===== config.mk =====
export PLATFORM = sky130hd
export DESIGN_NAME = fetch_sequencer
export DESIGN_NICKNAME = d
export VERILOG_FILES = /design/src/rtl/fetch_seq_pkg.sv /design/src/rtl/fetch_slot.sv /design/src/rtl/fetch_sequencer.sv
export SDC_FILE = /design/constraint.sdc
export NUM_CORES = 1
export LEC_CHECK = 0
export BUFFER_PORTS_ARGS = -buffer_cell sky130_fd_sc_hd__buf_2
export CORE_MARGIN = 1
export CORE_UTILIZATION = 30
export DETAILED_ROUTE_END_ITERATION = 6
export GPL_TIMING_DRIVEN = 0
export HOLD_SLACK_MARGIN = 0.06
export PLACE_DENSITY = 0.56
export SLEW_MARGIN = 20
export SYNTH_ARGS = -nofsm -noshare
export SYNTH_HDL_FRONTEND = slang
export SYNTH_SLANG_ARGS = --single-unit

===== constraint.sdc =====
create_clock -name CLK -period 11.4 [get_ports CLK]
set_input_delay 1.14 -clock CLK [delete_from_list [all_inputs] [get_ports CLK]]
set_output_delay 1.14 -clock CLK [all_outputs]
set_load 0.01 [all_outputs]

===== src/rtl/fetch_seq_pkg.sv =====
// Shared types and constants for the instruction fetch sequencer.
package fetch_seq_pkg;

  typedef enum logic [2:0] {
    ST_BOOT  = 3'd0,
    ST_FETCH = 3'd1,
    ST_HOLD  = 3'd2,
    ST_DRAIN = 3'd3,
    ST_FAULT = 3'd4
  } fetch_state_e;

  localparam logic [31:0] NOP_INSTR = 32'h0000_0013;
  localparam logic [31:0] PC_INCR   = 32'd4;

endpackage


===== src/rtl/fetch_slot.sv =====
// One-entry valid/ready output register; flush drops the entry but keeps the data.
module fetch_slot
  import fetch_seq_pkg::*;
(
  input  logic        clk,
  input  logic        rst,
  input  logic        load,
  input  logic [31:0] load_instr,
  input  logic [31:0] load_pc,
  input  logic        flush,
  input  logic        ready,
  output logic        valid,
  output logic [31:0] instr,
  output logic [31:0] instr_pc
);

  logic        valid_q, valid_d;
  logic [31:0] instr_q, instr_d;
  logic [31:0] instr_pc_q, instr_pc_d;

  always_comb begin
    valid_d    = valid_q;
    instr_d    = instr_q;
    instr_pc_d = instr_pc_q;
    if (flush) begin
      valid_d = 1'b0;
    end else if (load) begin
      valid_d    = 1'b1;
      instr_d    = load_instr;
      instr_pc_d = load_pc;
    end else if (valid_q && ready) begin
      valid_d = 1'b0;
    end
  end

  always_ff @(posedge clk or posedge rst) begin
    if (rst) begin
      valid_q    <= 1'b0;
      instr_q    <= NOP_INSTR;
      instr_pc_q <= 32'h0;
    end else begin
      valid_q    <= valid_d;
      instr_q    <= instr_d;
      instr_pc_q <= instr_pc_d;
    end
  end

  assign valid    = valid_q;
  assign instr    = instr_q;
  assign instr_pc = instr_pc_q;

endmodule


===== src/rtl/fetch_sequencer.sv =====
// Instruction fetch sequencer with redirect handling; FETCH_SEQ_MISALIGN_TRAP_EN enables the misaligned-redirect trap.
//   state | meaning
//   BOOT  | one idle cycle after reset, no request
//   FETCH | request outstanding at req_addr_q
//   HOLD  | slot full, waiting for decode to take it
//   DRAIN | redirect pending, old request must still complete
//   FAULT | misaligned redirect trapped, only reset exits
module fetch_sequencer
  import fetch_seq_pkg::*;
#(
  parameter logic [31:0] RESET_VECTOR = 32'h0000_0000
)
(
  input  logic        CLK,
  input  logic        Reset,
  input  logic        PCSrc,
  input  logic [31:0] Result,
  output logic        IMem_Req,
  output logic [31:0] IMem_Addr,
  input  logic        IMem_Ack,
  input  logic [31:0] IMem_RData,
  output logic        Instr_Valid,
  input  logic        Instr_Ready,
  output logic [31:0] Instr,
  output logic [31:0] Instr_PC,
  output logic [31:0] PC,
  output logic        Misalign_Fault
);

  fetch_state_e state_q, state_d;
  logic [31:0]  pc_q, pc_d;
  logic [31:0]  req_addr_q, req_addr_d;
  logic         req_q, req_d;
  logic         fault_q, fault_d;
  logic         slot_load, slot_flush, slot_valid;
  logic         slot_free, slot_xfer;
  logic [31:0]  target, pc_next_seq;
  logic         misalign;

`ifdef FETCH_SEQ_MISALIGN_TRAP_EN
  assign target   = Result;
  assign misalign = |Result[1:0];
`else
  logic unused_result_lsb;
  assign unused_result_lsb = ^Result[1:0];
  assign target   = {Result[31:2], 2'b00};
  assign misalign = 1'b0;
`endif

  assign pc_next_seq = pc_q + PC_INCR;
  assign slot_free   = ~slot_valid | Instr_Ready;
  assign slot_xfer   = slot_valid & Instr_Ready;

  always_comb begin
    state_d    = state_q;
    pc_d       = pc_q;
    req_addr_d = req_addr_q;
    req_d      = req_q;
    fault_d    = fault_q;
    slot_load  = 1'b0;
    slot_flush = 1'b0;
    case (state_q)
      ST_BOOT: begin
        state_d = ST_FETCH;
        req_d   = 1'b1;
        if (PCSrc) begin
          slot_flush = 1'b1;
          pc_d       = target;
          req_addr_d = target;
        end
      end
      ST_FETCH: begin
        if (PCSrc) begin
          slot_flush = 1'b1;
          pc_d       = target;
          if (IMem_Ack) req_addr_d = target;
          else          state_d    = ST_DRAIN;
        end else if (IMem_Ack) begin
          // An Ack that cannot enter the slot is dropped and the word refetched from HOLD.
          if (slot_free) begin
            slot_load  = 1'b1;
            pc_d       = pc_next_seq;
            req_addr_d = pc_next_seq;
          end else begin
            state_d = ST_HOLD;
            req_d   = 1'b0;
          end
        end
      end
      ST_HOLD: begin
        if (PCSrc) begin
          slot_flush = 1'b1;
          pc_d       = target;
          req_addr_d = target;
          state_d    = ST_FETCH;
          req_d      = 1'b1;
        end else if (slot_xfer) begin
          state_d = ST_FETCH;
          req_d   = 1'b1;
        end
      end
      ST_DRAIN: begin
        if (PCSrc) begin
          slot_flush = 1'b1;
          pc_d       = target;
        end
        if (IMem_Ack) begin
          state_d    = ST_FETCH;
          req_addr_d = pc_d;
        end
      end
      ST_FAULT: begin
        if (IMem_Ack) req_d = 1'b0;
      end
      default: begin
        state_d = ST_BOOT;
        req_d   = 1'b0;
      end
    endcase
    // The trap overrides every state; an in-flight request keeps Req high until its Ack.
    if (PCSrc && misalign && (state_q != ST_FAULT)) begin
      state_d    = ST_FAULT;
      fault_d    = 1'b1;
      slot_load  = 1'b0;
      slot_flush = 1'b1;
      pc_d       = pc_q;
      req_addr_d = req_addr_q;
      req_d      = req_q & ~IMem_Ack;
    end
  end

  always_ff @(posedge CLK or posedge Reset) begin
    if (Reset) begin
      state_q    <= ST_BOOT;
      pc_q       <= RESET_VECTOR;
      req_addr_q <= RESET_VECTOR;
      req_q      <= 1'b0;
      fault_q    <= 1'b0;
    end else begin
      state_q    <= state_d;
      pc_q       <= pc_d;
      req_addr_q <= req_addr_d;
      req_q      <= req_d;
      fault_q    <= fault_d;
    end
  end

  fetch_slot u_slot (
    .clk        (CLK),
    .rst        (Reset),
    .load       (slot_load),
    .load_instr (IMem_RData),
    .load_pc    (req_addr_q),
    .flush      (slot_flush),
    .ready      (Instr_Ready),
    .valid      (slot_valid),
    .instr      (Instr),
    .instr_pc   (Instr_PC)
  );

  assign Instr_Valid    = slot_valid;
  assign IMem_Req       = req_q;
  assign IMem_Addr      = req_addr_q;
  assign PC             = pc_q;
  assign Misalign_Fault = fault_q;

endmodule

# Word level (Yosys, flattened, before mapping)
# Cells that the tools add are included.
[word_totals]
register_bits = 133
latch_bits = 0
mem_bits_rw = 0
mem_bits_ro = 0
in_bits = 69
mem_count = 0
[op_classes]
add_sub_neg = 1
multipliers = 0
div = 0
order_cmp = 0
eq_ne = 15
shifts = 0
mux = 34
bitwise = 6
n_reduce_logical = 13
[op_table]
columns = ["operator", "n"]
rows = [
  ["two-way mux 32 bit", 8],
  ["case mux 32 bit (3 select lines)", 1],
  ["case mux 32 bit (2 select lines)", 1],
  ["adder 32 x 3 -> 32 bit, second input constant", 1],
  ["two-way mux 3 bit", 7],
  ["two-way mux 1 bit", 15],
  ["inequality test 3 bit, second input constant", 5],
  ["case mux 3 bit (5 select lines)", 1],
  ["AND reduction 6 bit", 2],
  ["inequality test 2 bit, second input constant", 5],
  ["equality test 3 x 2 -> 1 bit, second input constant", 2],
  ["nonzero test 3 bit", 2],
  ["case mux 1 bit (5 select lines)", 1],
  ["AND reduction 5 bit", 1],
  ["inverter 1 bit", 4],
  ["OR reduction 4 bit", 1],
  ["equality test 3 x 1 -> 1 bit, second input constant", 1],
  ["equality test 3 bit, second input constant", 1],
  ["zero test 3 bit", 1],
  ["AND reduction 3 bit", 1],
  ["OR reduction 3 bit", 1],
  ["inequality test 2 x 1 -> 1 bit, second input constant", 1],
  ["AND reduction 2 bit", 1],
  ["nonzero test 2 bit", 1],
  ["other kinds (4)", 4],
]

# Logic depth before layout (Yosys ltp)
# Gate-level depths: netlist of run 1.
[depth]
depth_word = 8
mapped_depth = 9
ltp_nobuf = 7

# Modules after synthesis
# From an unflattened synthesis of run 1, not the netlist that was laid out.
[unflattened]
hier_cells = 697
hier_area_um2 = 7492.2
[modules_own_cells]
columns = ["mod", "n_inst", "cells_per_inst", "area_each_um2", "seq_area_each_um2"]
rows = [
  ["fetch_sequencer", 1, 556, 4743.3, 1676.6],
  ["fetch_slot", 1, 141, 2748.9, 1630.3],
]

# Worst setup path after synthesis of run 1
# No wires, ideal clock.
[synth_path]
kind = "input-to-reg"
from = "in PCSrc"
to = "reg req_addr_q[24] (netlist: IMem_Addr[24])"
setup_ns = 0.083
t_arrival_ns = 2.669
required_ns = 11.317
path_slack_ns = 8.648
cell_stages = 6
path_buffers = 1
path_cell_list = "clkbuf_1 nand3b_1 or4_4 nor3_2 mux2_1 o22ai_1"
[synth_via]
elab_chain_len = 3
[synth_lines]
columns = ["item", "line", "source"]
rows = [
  ["start: declaration", "fetch_sequencer.sv:16", "input logic PCSrc,"],
  ["two-way mux 32 bit", "--", ""],
  ["two-way mux 32 bit", "fetch_sequencer.sv:107", "if (IMem_Ack) begin"],
  ["case mux 32 bit (3 select lines)", "fetch_sequencer.sv:62", "case (state_q)"],
  ["end signal: assignment", "fetch_sequencer.sv:142", "req_addr_q <= req_addr_d;"],
  ["end: declaration", "fetch_sequencer.sv:32", "logic [31:0] req_addr_q, req_addr_d;"],
]
# Several ways; a longest one is shown, not always the timed one. The select of a mux whose other input is x is not followed.
# A chain may end at the register's enable or synchronous reset.

# Worst setup path in the final report of run 1
[layout_path]
from = "in PCSrc"
to = "reg pc_q[16] (netlist: PC[16])"
[layout_via]
elab_chain_len = 2
[layout_lines]
columns = ["item", "line", "source"]
rows = [
  ["inequality test 3 bit (no line), or another cell as far along", "--", ""],
  ["AND reduction 3 bit (no line) / case mux 32 bit (2 select lines) (equally long branches)", "--", ""],
  ["end signal: assignment", "fetch_sequencer.sv:141", "pc_q <= pc_d;"],
  ["end: declaration", "fetch_sequencer.sv:31", "logic [31:0] pc_q, pc_d;"],
]
# Several ways; a longest one is shown, not always the timed one.

==> results of run 1 <==
## worst paths after layout
check                                                     start                              end  slack, ns  cells after the start
worst min-delay path            u_slot.instr_pc[17]$_DFFE_PP0P_  u_slot.instr_pc[17]$_DFFE_PP0P_       0.48                      1
worst max register to register           state_q[1]$_DFFE_PP0P_         IMem_Addr[0]$_DFFE_PP0P_       8.33                      9
worst max-delay path                                      PCSrc               PC[16]$_DFFE_PP0P_       8.10                      7
min in group asynchronous                                 Reset  u_slot.instr_pc[19]$_DFFE_PP0P_       0.73                      2
worst min register to register  u_slot.instr_pc[17]$_DFFE_PP0P_  u_slot.instr_pc[17]$_DFFE_PP0P_       0.48                      1
max in group asynchronous                                 Reset      u_slot.instr[4]$_DFFE_PP1P_       9.91                      3
## metal layers
layer | wire length, um | global-route usage
met1 | 10500 | 0.276
met2 | 11400 | 0.325
met3 | 2330 | 0.0664
met4 | 563 | 0.0752
met5 | 0 | 0
## cell type report
class,count,area share
Multi-Input combinational cell,489,0.383
Sequential cell,132,0.363
Timing Repair Buffer,196,0.110
Clock buffer,19,0.0497
Tap cell,313,0.0429
Buffer,52,0.0250
Clock inverter,12,0.0195
Inverter,15,0.00700
Antenna cell,3,0.000823
## power by group through the flow
stage | combinational [mW] | sequential, mW | clock (mW)
floorplan | 0.466 | 0.849 | 0
global placement | 0.939 | 0.772 | 0
detailed placement | 0.946 | 0.780 | 0
CTS | 0.949 | 0.772 | 0.605
global route | 1.03 | 0.796 | 0.625
finish | 0.950 | 0.768 | 0.596
## kinds of logic after synthesis
kind of cell | after synthesis
multiplexers | 91
XOR/XNOR | 19
AO/OA/AOI/OAI | 166
flip-flops | 132
buffers and inverters | 67
AND/OR/NAND/NOR | 207
adder cells (fa/ha/maj) | 5
other | 1
## through the flow
step / cell area (um^2) / setup slack (ns) / std cells / total power, mW
after global routing: 9120 / 8.03 / 1229 / 2.45
after floorplan: 7080 / 6.74 / 688 / 1.31
after detailed placement: 8480 / 7.80 / 1197 / 1.73
after global placement: 8450 / 4.77 / 1196 / 1.71
final: 9120 / 8.10 / 1231 / 2.31
after CTS: 9110 / 8.23 / 1228 / 2.33
## sequential cells by signal, summed over array words and instances (netlist names)
name and flops:
IMem_Addr 32, IMem_Req 1, PC 32, state_q 2, u_slot.instr 32, u_slot.instr_pc 32
u_slot.valid 1
## worst register-to-register path, delay by kind of cell, from the launching register on
kind / cells / cell delay (ns)
buf+inv: 4 / 1.38
compound gates: 2 / 0.73
flops: 1 / 0.41
simple gates: 2 / 0.27
fa+ha+maj: 1 / 0.14
## synth_stat cells (13+ instances only)
| library cell | n | share of area |
|---|---|---|
| a21oi_1 | 21 | 0.015 |
| a221oi_1 | 13 | 0.016 |
| buf_2 | 19 | 0.013 |
| clkbuf_1 | 24 | 0.013 |
| dfrtp_1 | 129 | 0.46 |
| inv_1 | 13 | 0.0069 |
| mux2_1 | 65 | 0.10 |
| mux2_2 | 14 | 0.022 |
| nand2_1 | 54 | 0.029 |
| nor2_1 | 53 | 0.028 |
| nor3_1 | 14 | 0.0099 |
| o21ai_0 | 22 | 0.016 |
| o21ai_1 | 16 | 0.011 |
| xnor2_1 | 16 | 0.020 |
==> out/results.ini, run 1 <==
[cts]
cts_inserted_buffers = 17
postCtsHoldBufs = 0
cts_setup_buffers = 0
ctsResizeCount = 0
root_buffer = clkbuf_16
htreeDepth = 4
clk_pin_slew_ns = 0.06
clockBufferDepth = 2
cts_tree = done
clock-sinks = 132
clock_latency_ns = 0.42

[grt]
grt_max_degree = 84
antenna_found_initial = 4
grt_pass1_wl_mm = 38.0
grt_pass1_vias = 6236
grt_usage = 0.211
globalRouteOverflowTotal = 0

[yosys]
synth_warnings = 0
synthAdderAreaFrac = 0.00884
ys_seq_elements = 132
syn_nets = 762
synth_compound_area_frac = 0.165
avgSynthCellArea_um2 = 10.3
synth_edf_count = 0
synth_area_um2 = 7080
synth_cells = 688
synthMuxAreaShare = 0.143
synth_seq_area_share = 0.467
synth_simple_gate_area_frac = 0.153
async_flop_share = 1.00
synthXorXnorAreaFrac = 0.0235
synth_top_family_by_area = compound AO/OA/AOI/OAI gates
synth_flop_cell = dfrtp_1
yosysUniqueCellTypes = 74

[final_layout]
final_core_util = 0.398
drive_above_1_share = 0.308
n_fill_cell = 2330
multiInputGateArea_um2 = 3490
final_common_cell = buf_2
regArea_um2 = 3310
nets = 977
final_cell_mix = buf_2, dfrtp_1, mux2_1, nand2_1, nor2_1
area_growth_pct = 28.8

[worst_setup_path]
crit_path_start_kind = primary input
cp_common_cell = buf_2
critPathBufInv = 5
crit_arrival_ns = 3.65
worstPathRequired_ns = 11.75
worst_path_max_delay_cell = buf_1
crit_path_end_kind = flip-flop
crit_fanout = 10
slowest_delay_ns = 0.68
path_cells = clkbuf_1 -> buf_2 -> buf_2 -> buf_2 -> buf_1 -> a32oi_1 -> a21oi_1
crit_type = in -> reg
cp_top_family = buffers and inverters

[detailed_routing]
drtPass1Iterations = 5
drt-total-wl_mm = 24.8
avgRoutedWirePerCell_um = 20.2
vias = 6436
drt_iter0_markers = 613
post_drt_via_cell_ratio = 5.23
antenna_left = 0
route.detailed.drc = 0

[sta]
finalSetupViolCount = 0
rsz0062_at_grt = false
fin_crit_ns = 3.30
drv_slew = 0
min_period_over_period = 0.289
hold_viol = 0
finalClockSkew_ns = 0.00822
finalSetupTns_ns = 0
max_freq_mhz = 303
fin_hold_ws_ns = 0.482
tightest_slew_ns = 1.13
relSlewSlack = 0.244

[die]
die_y_um = 156
io_pins = 200
die_x_um = 156
start_util = 0.309
core_area_um2 = 22900
num_rows = 55
die_area_um2 = 24200

[pwr]
internal_power_mw = 1.40
power.share.clock = 0.258
cellPowerDensity_nw_per_um2 = 254
switching_share = 0.394
power_switching_mw = 0.911
seq_power_share = 0.332
power.leakage_nw = 4.10
p_comb_frac = 0.411
irDropWorstVdd_uv = 103

[hold_path]
hp-class = reg -> reg

[placed_design]
io_buffers = 195
place_congestion = 0.886
dp_hpwl_mm = 17.8

[job]
maxCapViolations = 0

[run_status]
outcome = completed

Note: power is estimated with default switching activity, not from simulation.
==> run 2: changes to the inputs <==
--- a/config.mk
+++ b/config.mk
@@ -11,7 +11,7 @@
 export DETAILED_ROUTE_END_ITERATION = 6
 export GPL_TIMING_DRIVEN = 0
 export HOLD_SLACK_MARGIN = 0.06
-export PLACE_DENSITY = 0.56
+export PLACE_DENSITY = 0.58
 export SLEW_MARGIN = 20
 export SYNTH_ARGS = -nofsm -noshare
 export SYNTH_HDL_FRONTEND = slang
==> constraint.sdc (replaced) <==
create_clock -name CLK -period 2.9 [get_ports CLK]
set_input_delay 0.29 -clock CLK [delete_from_list [all_inputs] [get_ports CLK]]
set_output_delay 0.29 -clock CLK [all_outputs]
set_load 0.01 [all_outputs]
==> run 2 against run 1 <==
Effect of this change: power grew to 3.8 times the previous value; sequential cell count unchanged; largest cell class unchanged; cell count is 0.32% higher.
==> out/results.ini, run 2 (same netlist as run 1, synthesis figures left out) <==
[detailed_routing]
vias = 6549  ; +1.8%
drtPass1Iterations = 6  ; +1
antenna_left = 0  ; unchanged
route.detailed.drc = 0  ; unchanged
drt-total-wl_mm = 24.7  ; -0.42%
wl_met2_mm = 11.2  ; -1.9%
highest_layer = met5
drt_iter0_markers = 573  ; -6.5%
post_drt_via_cell_ratio = 5.30  ; +1.4%
met1Wirelength_mm = 10.9  ; +3.7%
avgRoutedWirePerCell_um = 20.0  ; -0.75%
wl_met3_mm = 2.10  ; -9.9%

[pwr]
total_power_mw = 8.81  ; +280%
seq_power_share = 0.343  ; +0.011
power.leakage_nw = 4.09  ; -0.19%
switching_share = 0.402  ; +0.00812
cellPowerDensity_nw_per_um2 = 968  ; +280%
irDropWorstVdd_uv = 366  ; +250%
power_switching_mw = 3.54  ; +290%
power.share.clock = 0.232  ; -0.026
internal_power_mw = 5.27  ; +280%
p_comb_frac = 0.425  ; +0.014

[final_layout]
final_common_cell = buf_2
final_cell_mix = buf_2, dfrtp_1, mux2_1, nand2_1, nor2_1
nets = 980  ; +0.31%
drive_above_1_share = 0.313  ; +0.00519
regArea_um2 = 3310  ; unchanged
n_fill_cell = 2315  ; -0.64%
multiInputGateArea_um2 = 3490  ; +0.14%
stdcell_count = 1235  ; +0.32%
area_growth_pct = 28.6

[grt]
grt_max_degree = 32  ; -62%
grt_pass1_wl_mm = 37.5  ; -1.4%
grt_usage = 0.208  ; -0.00245
antenna_found_initial = 4  ; unchanged
globalRouteOverflowTotal = 0  ; unchanged
grt_pass1_vias = 6268  ; +0.51%

[worst_setup_path]
crit_path_start_kind = flip-flop
slowest_delay_ns = 0.60  ; -0.08 ns
path_cells = ha_1 -> clkbuf_1 -> nand2_1 -> a21oi_1 -> clkbuf_1 -> a222oi_1 -> a21oi_1
worst_path_max_delay_cell = clkbuf_1
crit_type = reg -> reg
crit_fanout = 10  ; unchanged
rrSetupSlack_ns = 0.12  ; -8.21 ns
crit_path_end_kind = flip-flop
worstPathRequired_ns = 3.24  ; -8.51 ns
crit_arrival_ns = 3.12  ; -0.53 ns

[cts]
clk_pin_slew_ns = 0.06  ; about the same
htreeDepth = 4  ; unchanged
cts_tree = done
clock-sinks = 132  ; unchanged
cts_inserted_buffers = 17  ; unchanged
clockBufferDepth = 2  ; unchanged
clock_latency_ns = 0.42  ; about the same
root_buffer = clkbuf_16

[die]
die_area_um2 = 24200  ; unchanged
die_y_um = 156  ; unchanged
core_area_um2 = 22900  ; unchanged
die_x_um = 156  ; unchanged
num_rows = 55  ; unchanged
io_pins = 200  ; unchanged
start_util = 0.309  ; unchanged

[sta]
drv_slew = 0  ; unchanged
fin_crit_ns = 2.78
max_freq_mhz = 359
tightest_slew_ns = 0.844  ; -0.281 ns
relSlewSlack = 0.437  ; +0.193
finalSetupViolCount = 0  ; unchanged
rsz0062_at_grt = false
min_period_over_period = 0.959
hold_viol = 0  ; unchanged
finalSetupTns_ns = 0  ; unchanged
finalClockSkew_ns = 0.0136  ; +0.00540 ns

[placed_design]
io_buffers = 195  ; unchanged
dp.cells = 1200  ; +0.25%
place_congestion = 0.910  ; +2.7%
dp_hpwl_mm = 18.0  ; +1.2%

[job]
maxCapViolations = 0  ; unchanged

[run_status]
outcome = completed

[hold_path]
hp-class = in -> reg

[run 2: worst paths after layout]
kind	start	to	depth (start not counted)
max	state_q[1]$_DFFE_PP0P_	IMem_Addr[14]$_DFFE_PP0P_	7
min	IMem_RData[29]	u_slot.instr[29]$_DFFE_PP0P_	2
max reg2reg	state_q[1]$_DFFE_PP0P_	IMem_Addr[14]$_DFFE_PP0P_	7
min reg2reg	u_slot.instr[10]$_DFFE_PP0P_	u_slot.instr[10]$_DFFE_PP0P_	1
max in group asynchronous	Reset	u_slot.instr[4]$_DFFE_PP1P_	5
min in group asynchronous	Reset	u_slot.instr_pc[24]$_DFFE_PP0P_	3
[run 2: critical path, delay by kind of cell, from the launching register on]
family / cells / cell delay, ns
AOI/OAI and AO/OA: 3 / 0.73
and+or+nand+nor: 1 / 0.23
adders and majority gates: 1 / 0.22
DFF: 1 / 0.39
buffers and inverters: 2 / 1.14
[run 2: final cells by class]
cell class | instances | share of cell area
clock inverter | 8 | 0.00838
multi-input combinational | 489 | 0.384
timing repair buffer | 200 | 0.117
clock buffer | 24 | 0.0518
tap | 313 | 0.0430
buffer | 51 | 0.0254
inverter | 15 | 0.00660
antenna | 3 | 0.000824
sequential | 132 | 0.363
[run 2: per-stage QoR]
| stage | instance area, um^2 | util | worst slack, ns | hold WS (ns) |
|---|---|---|---|---|
| floorplan | 7080 | - | 0.614 | 0.411 |
| global route | 9100 | 0.397 | 0.00984 | 0.0663 |
| CTS | 9090 | 0.397 | 0.00362 | 0.0614 |
| global placement | 8450 | 0.369 | -0.108 | 0.468 |
| detailed placement | 8530 | 0.372 | -0.0439 | 0.353 |
| finish | 9110 | 0.397 | 0.118 | 0.0744 |
[run 2: power by group through the flow]
stage | combinational, mW | clock (mW) | sequential (mW)
after floorplan | 1.83 | 0 | 3.34
after global placement | 3.68 | 0 | 3.04
after detailed placement | 3.72 | 0 | 3.06
after CTS | 3.74 | 2.10 | 3.03
after global routing | 4.07 | 2.17 | 3.13
final | 3.74 | 2.05 | 3.02
[run 2: layer usage]
metal / track usage / vias to the layer above
li1: - / 2986
met1: 0.284 / 3222
met2: 0.321 / 302
met3: 0.0531 / 37
met4: 0.0668 / 2
met5: 0 / -
[run 2: timing repair]
action	in CTS	in global routing
endpoints found under the setup margin	4	25
hold buffers	1	0
resized for setup	2	9
buffers inserted	0	0
hold endpoints to repair	16	0
==> run 3: changes to the inputs <==
--- a/config.mk
+++ b/config.mk
@@ -5,10 +5,12 @@
 export SDC_FILE = /design/constraint.sdc
 export NUM_CORES = 1
 export LEC_CHECK = 0
+export ABC_AREA = 1
 export BUFFER_PORTS_ARGS = -buffer_cell sky130_fd_sc_hd__buf_2
 export CORE_MARGIN = 1
 export CORE_UTILIZATION = 30
 export DETAILED_ROUTE_END_ITERATION = 6
+export GPL_ROUTABILITY_DRIVEN = 0
 export GPL_TIMING_DRIVEN = 0
 export HOLD_SLACK_MARGIN = 0.06
 export PLACE_DENSITY = 0.58
==> run 3 against run 2 <==
Effect of this change: combinational power increased by 27%; critical path type unchanged; clock skew is 0.0061 ns lower; sequential power increased by 17%; sequential share of layout area grew 0.52 points; maximum frequency increased by 24%.
==> out/results.ini, run 3 <==
[grt]
antenna_found_initial = 2  ; -2
grt_usage = 0.201  ; -0.00704
grt_max_degree = 32  ; unchanged
grt_pass1_wl_mm = 36.0  ; -4.1%
globalRouteOverflowTotal = 0  ; unchanged
grt_pass1_vias = 6278  ; +0.16%

[cts]
clockBufferDepth = 2  ; unchanged
clock_latency_ns = 0.43  ; about the same
clk_pin_slew_ns = 0.06  ; about the same
root_buffer = clkbuf_16
cts_tree = done
ctsResizeCount = 0  ; -2
postCtsHoldBufs = 1  ; unchanged
cts_inserted_buffers = 17  ; unchanged
clock-sinks = 132  ; unchanged
cts_setup_buffers = 0  ; unchanged
htreeDepth = 4  ; unchanged

[job]
maxCapViolations = 0  ; unchanged

[sta]
hold_viol = 0  ; unchanged
drv_slew = 0  ; unchanged
tightest_slew_ns = 0.795  ; -0.0488 ns
finalClockSkew_ns = 0.00752  ; -0.00610 ns
fin_crit_ns = 2.24  ; -0.541 ns
rsz0062_at_grt = false
setup_ws_ns = 0.659  ; +0.541 ns
relSlewSlack = 0.470  ; +0.0325
min_period_over_period = 0.773  ; -0.187
finalSetupViolCount = 0  ; unchanged
max_freq_mhz = 446  ; +24%

[final_layout]
final_cell_mix = buf_2, nand2_1, dfrtp_1, nor2_1, a21oi_1
drive_above_1_share = 0.324  ; +0.0101
final_common_cell = buf_2
final_core_util = 0.395  ; -0.00201
nets = 1112  ; +13%
n_fill_cell = 2375  ; +2.6%
area_growth_pct = 29.2

[pwr]
internal_power_mw = 6.04  ; +15%
switching_share = 0.426  ; +0.0241
irDropWorstVdd_uv = 470  ; +28%
seq_power_share = 0.335  ; -0.008
p_comb_frac = 0.452  ; +0.027
power.leakage_nw = 4.30  ; +5.2%
power.share.clock = 0.213  ; -0.019
power_switching_mw = 4.48  ; +27%
cellPowerDensity_nw_per_um2 = 1170  ; +21%

[detailed_routing]
antenna_left = 0  ; unchanged
post_drt_via_cell_ratio = 5.02  ; -5.3%
drt-total-wl_mm = 23.5  ; -4.9%
vias = 6717  ; +2.6%
drtPass1Iterations = 5  ; -1
drt_iter0_markers = 449  ; -22%
avgRoutedWirePerCell_um = 17.6  ; -12%
route.detailed.drc = 0  ; unchanged

[yosys]
yosysUniqueCellTypes = 37  ; -50%
synthXorXnorAreaFrac = 0  ; -0.0235
synth_compound_area_frac = 0.128  ; -0.0364
async_flop_share = 1.00  ; unchanged
synthMuxAreaShare = 0.0940  ; -0.0487
synthTopCellsByCount = nand2_1, dfrtp_1, nor2_1, a21oi_1, nand3_1
synth_simple_gate_area_frac = 0.224  ; +0.0716
synth_cells = 819  ; +19%
syn_nets = 893  ; +17%
ys_seq_elements = 132  ; unchanged
synth_flop_cell = dfrtp_1
synth_seq_area_share = 0.476  ; +0.00866
synth_most_common_cell = nand2_1
ys_top_cells_by_area = dfrtp_1, mux2_2, nand2_1, nor2_1, a21oi_1
avgSynthCellArea_um2 = 8.49  ; -18%
synth_top_area_share = 0.464  ; +0.00845
synth.largest_area_cell = dfrtp_1
synth_warnings = 0  ; unchanged
synth_area_um2 = 6950  ; -1.8%
synth_top_family_by_area = simple AND/OR/NAND/NOR gates
synth_edf_count = 0  ; unchanged
synthAdderAreaFrac = 0.00900  ; +0.000164

[hold_path]
hp-class = in -> reg

[die]
io_pins = 200  ; unchanged
core_area_um2 = 22700  ; -0.90%
num_rows = 55  ; unchanged
die_x_um = 154  ; -0.90%
start_util = 0.306  ; -0.00287
die_y_um = 154  ; -0.90%
die_area_um2 = 23800  ; -1.8%

[worst_setup_path]
crit_arrival_ns = 2.58  ; -0.54 ns
crit_path_start_kind = flip-flop
crit_type = reg -> reg
worstPathRequired_ns = 3.24  ; about the same
crit_path_end_kind = flip-flop
crit_fanout = 10  ; unchanged

[placed_design]
place_ws_ns = 0.708  ; +0.752 ns
io_buffers = 195  ; unchanged
dp_hpwl_mm = 17.4  ; -2.9%

[run_status]
outcome = completed

## run 3: logic make-up (layout without fill, tap and decap cells)
| logic type | count (synthesis) | count (layout) |
|---|---|---|
| DFF | 132 | 132 |
| buffers and inverters | 104 | 336 |
| muxes | 58 | 58 |
| AOI/OAI and AO/OA | 160 | 160 |
| adders and majority gates | 5 | 5 |
| other | 1 | 2 |
| and+or+nand+nor | 359 | 359 |
## run 3: final cells by class
cell class                 instances  area (um^2)  share of cell area
buffer                            43          243              0.0270
tap                              285          357              0.0397
timing repair buffer             200         1070               0.119
sequential                       132         3310               0.368
antenna                            1         2.50            0.000279
clock buffer                      23          468              0.0521
inverter                          61          235              0.0262
multi-input combinational        583         3170               0.353
clock inverter                     9          130              0.0145
## run 3: stage by stage
stage,setup TNS [ns],instances,total power [mW],area [um^2],hold slack (ns)
after floorplan,0,819,6.35,6960,0.422
after global placement,-3.68,1299,8.22,8290,0.464
after detailed placement,0,1303,8.33,8370,0.364
after CTS,0,1336,10.6,8980,0.0633
after global routing,0,1336,11.3,8980,0.0613
final,0,1337,10.5,8980,0.0795
## run 3: critical path: stages (launching register included)
cell and delay, ns:
dfrtp_1 0.40, inv_1 0.09, ha_1 0.22, buf_2 0.19, nor2_2 0.39, clkbuf_1 0.49
a22oi_1 0.17, a31oi_1 0.21
## run 3: routing by layer
metal  share of wire  track usage  vias up
li1                -            -     3222
met1            0.44        0.263     3174
met2            0.46        0.325      285
met3           0.075       0.0499       34
met4           0.018       0.0652        2
met5         0.00055            0        -
## run 3: power groups by stage
stage	Clock, mW	Sequential (mW)	Combinational (mW)
floorplan	0	3.83	2.52
global placement	0	3.52	4.70
detailed placement	0	3.56	4.77
CTS	2.30	3.53	4.79
global route	2.38	3.66	5.23
finish	2.24	3.53	4.76
## run 3: worst paths after layout
| check | start | endpoint | slack [ns] | depth (start not counted) |
|---|---|---|---|---|
| min in group asynchronous | Reset | u_slot.instr[23]$_DFFE_PP0P_ | 0.45 | 3 |
| worst min register to register | u_slot.instr_pc[3]$_DFFE_PP0P_ | u_slot.instr_pc[3]$_DFFE_PP0P_ | 0.48 | 2 |
| worst max-delay path | state_q[1]$_DFFE_PP0P_ | IMem_Addr[9]$_DFFE_PP0P_ | 0.66 | 7 |
| max in group asynchronous | Reset | u_slot.instr_pc[21]$_DFFE_PP0P_ | 1.67 | 5 |
| worst min-delay path | IMem_RData[13] | u_slot.instr[13]$_DFFE_PP0P_ | 0.08 | 2 |
| worst max register to register | state_q[1]$_DFFE_PP0P_ | IMem_Addr[9]$_DFFE_PP0P_ | 0.66 | 7 |
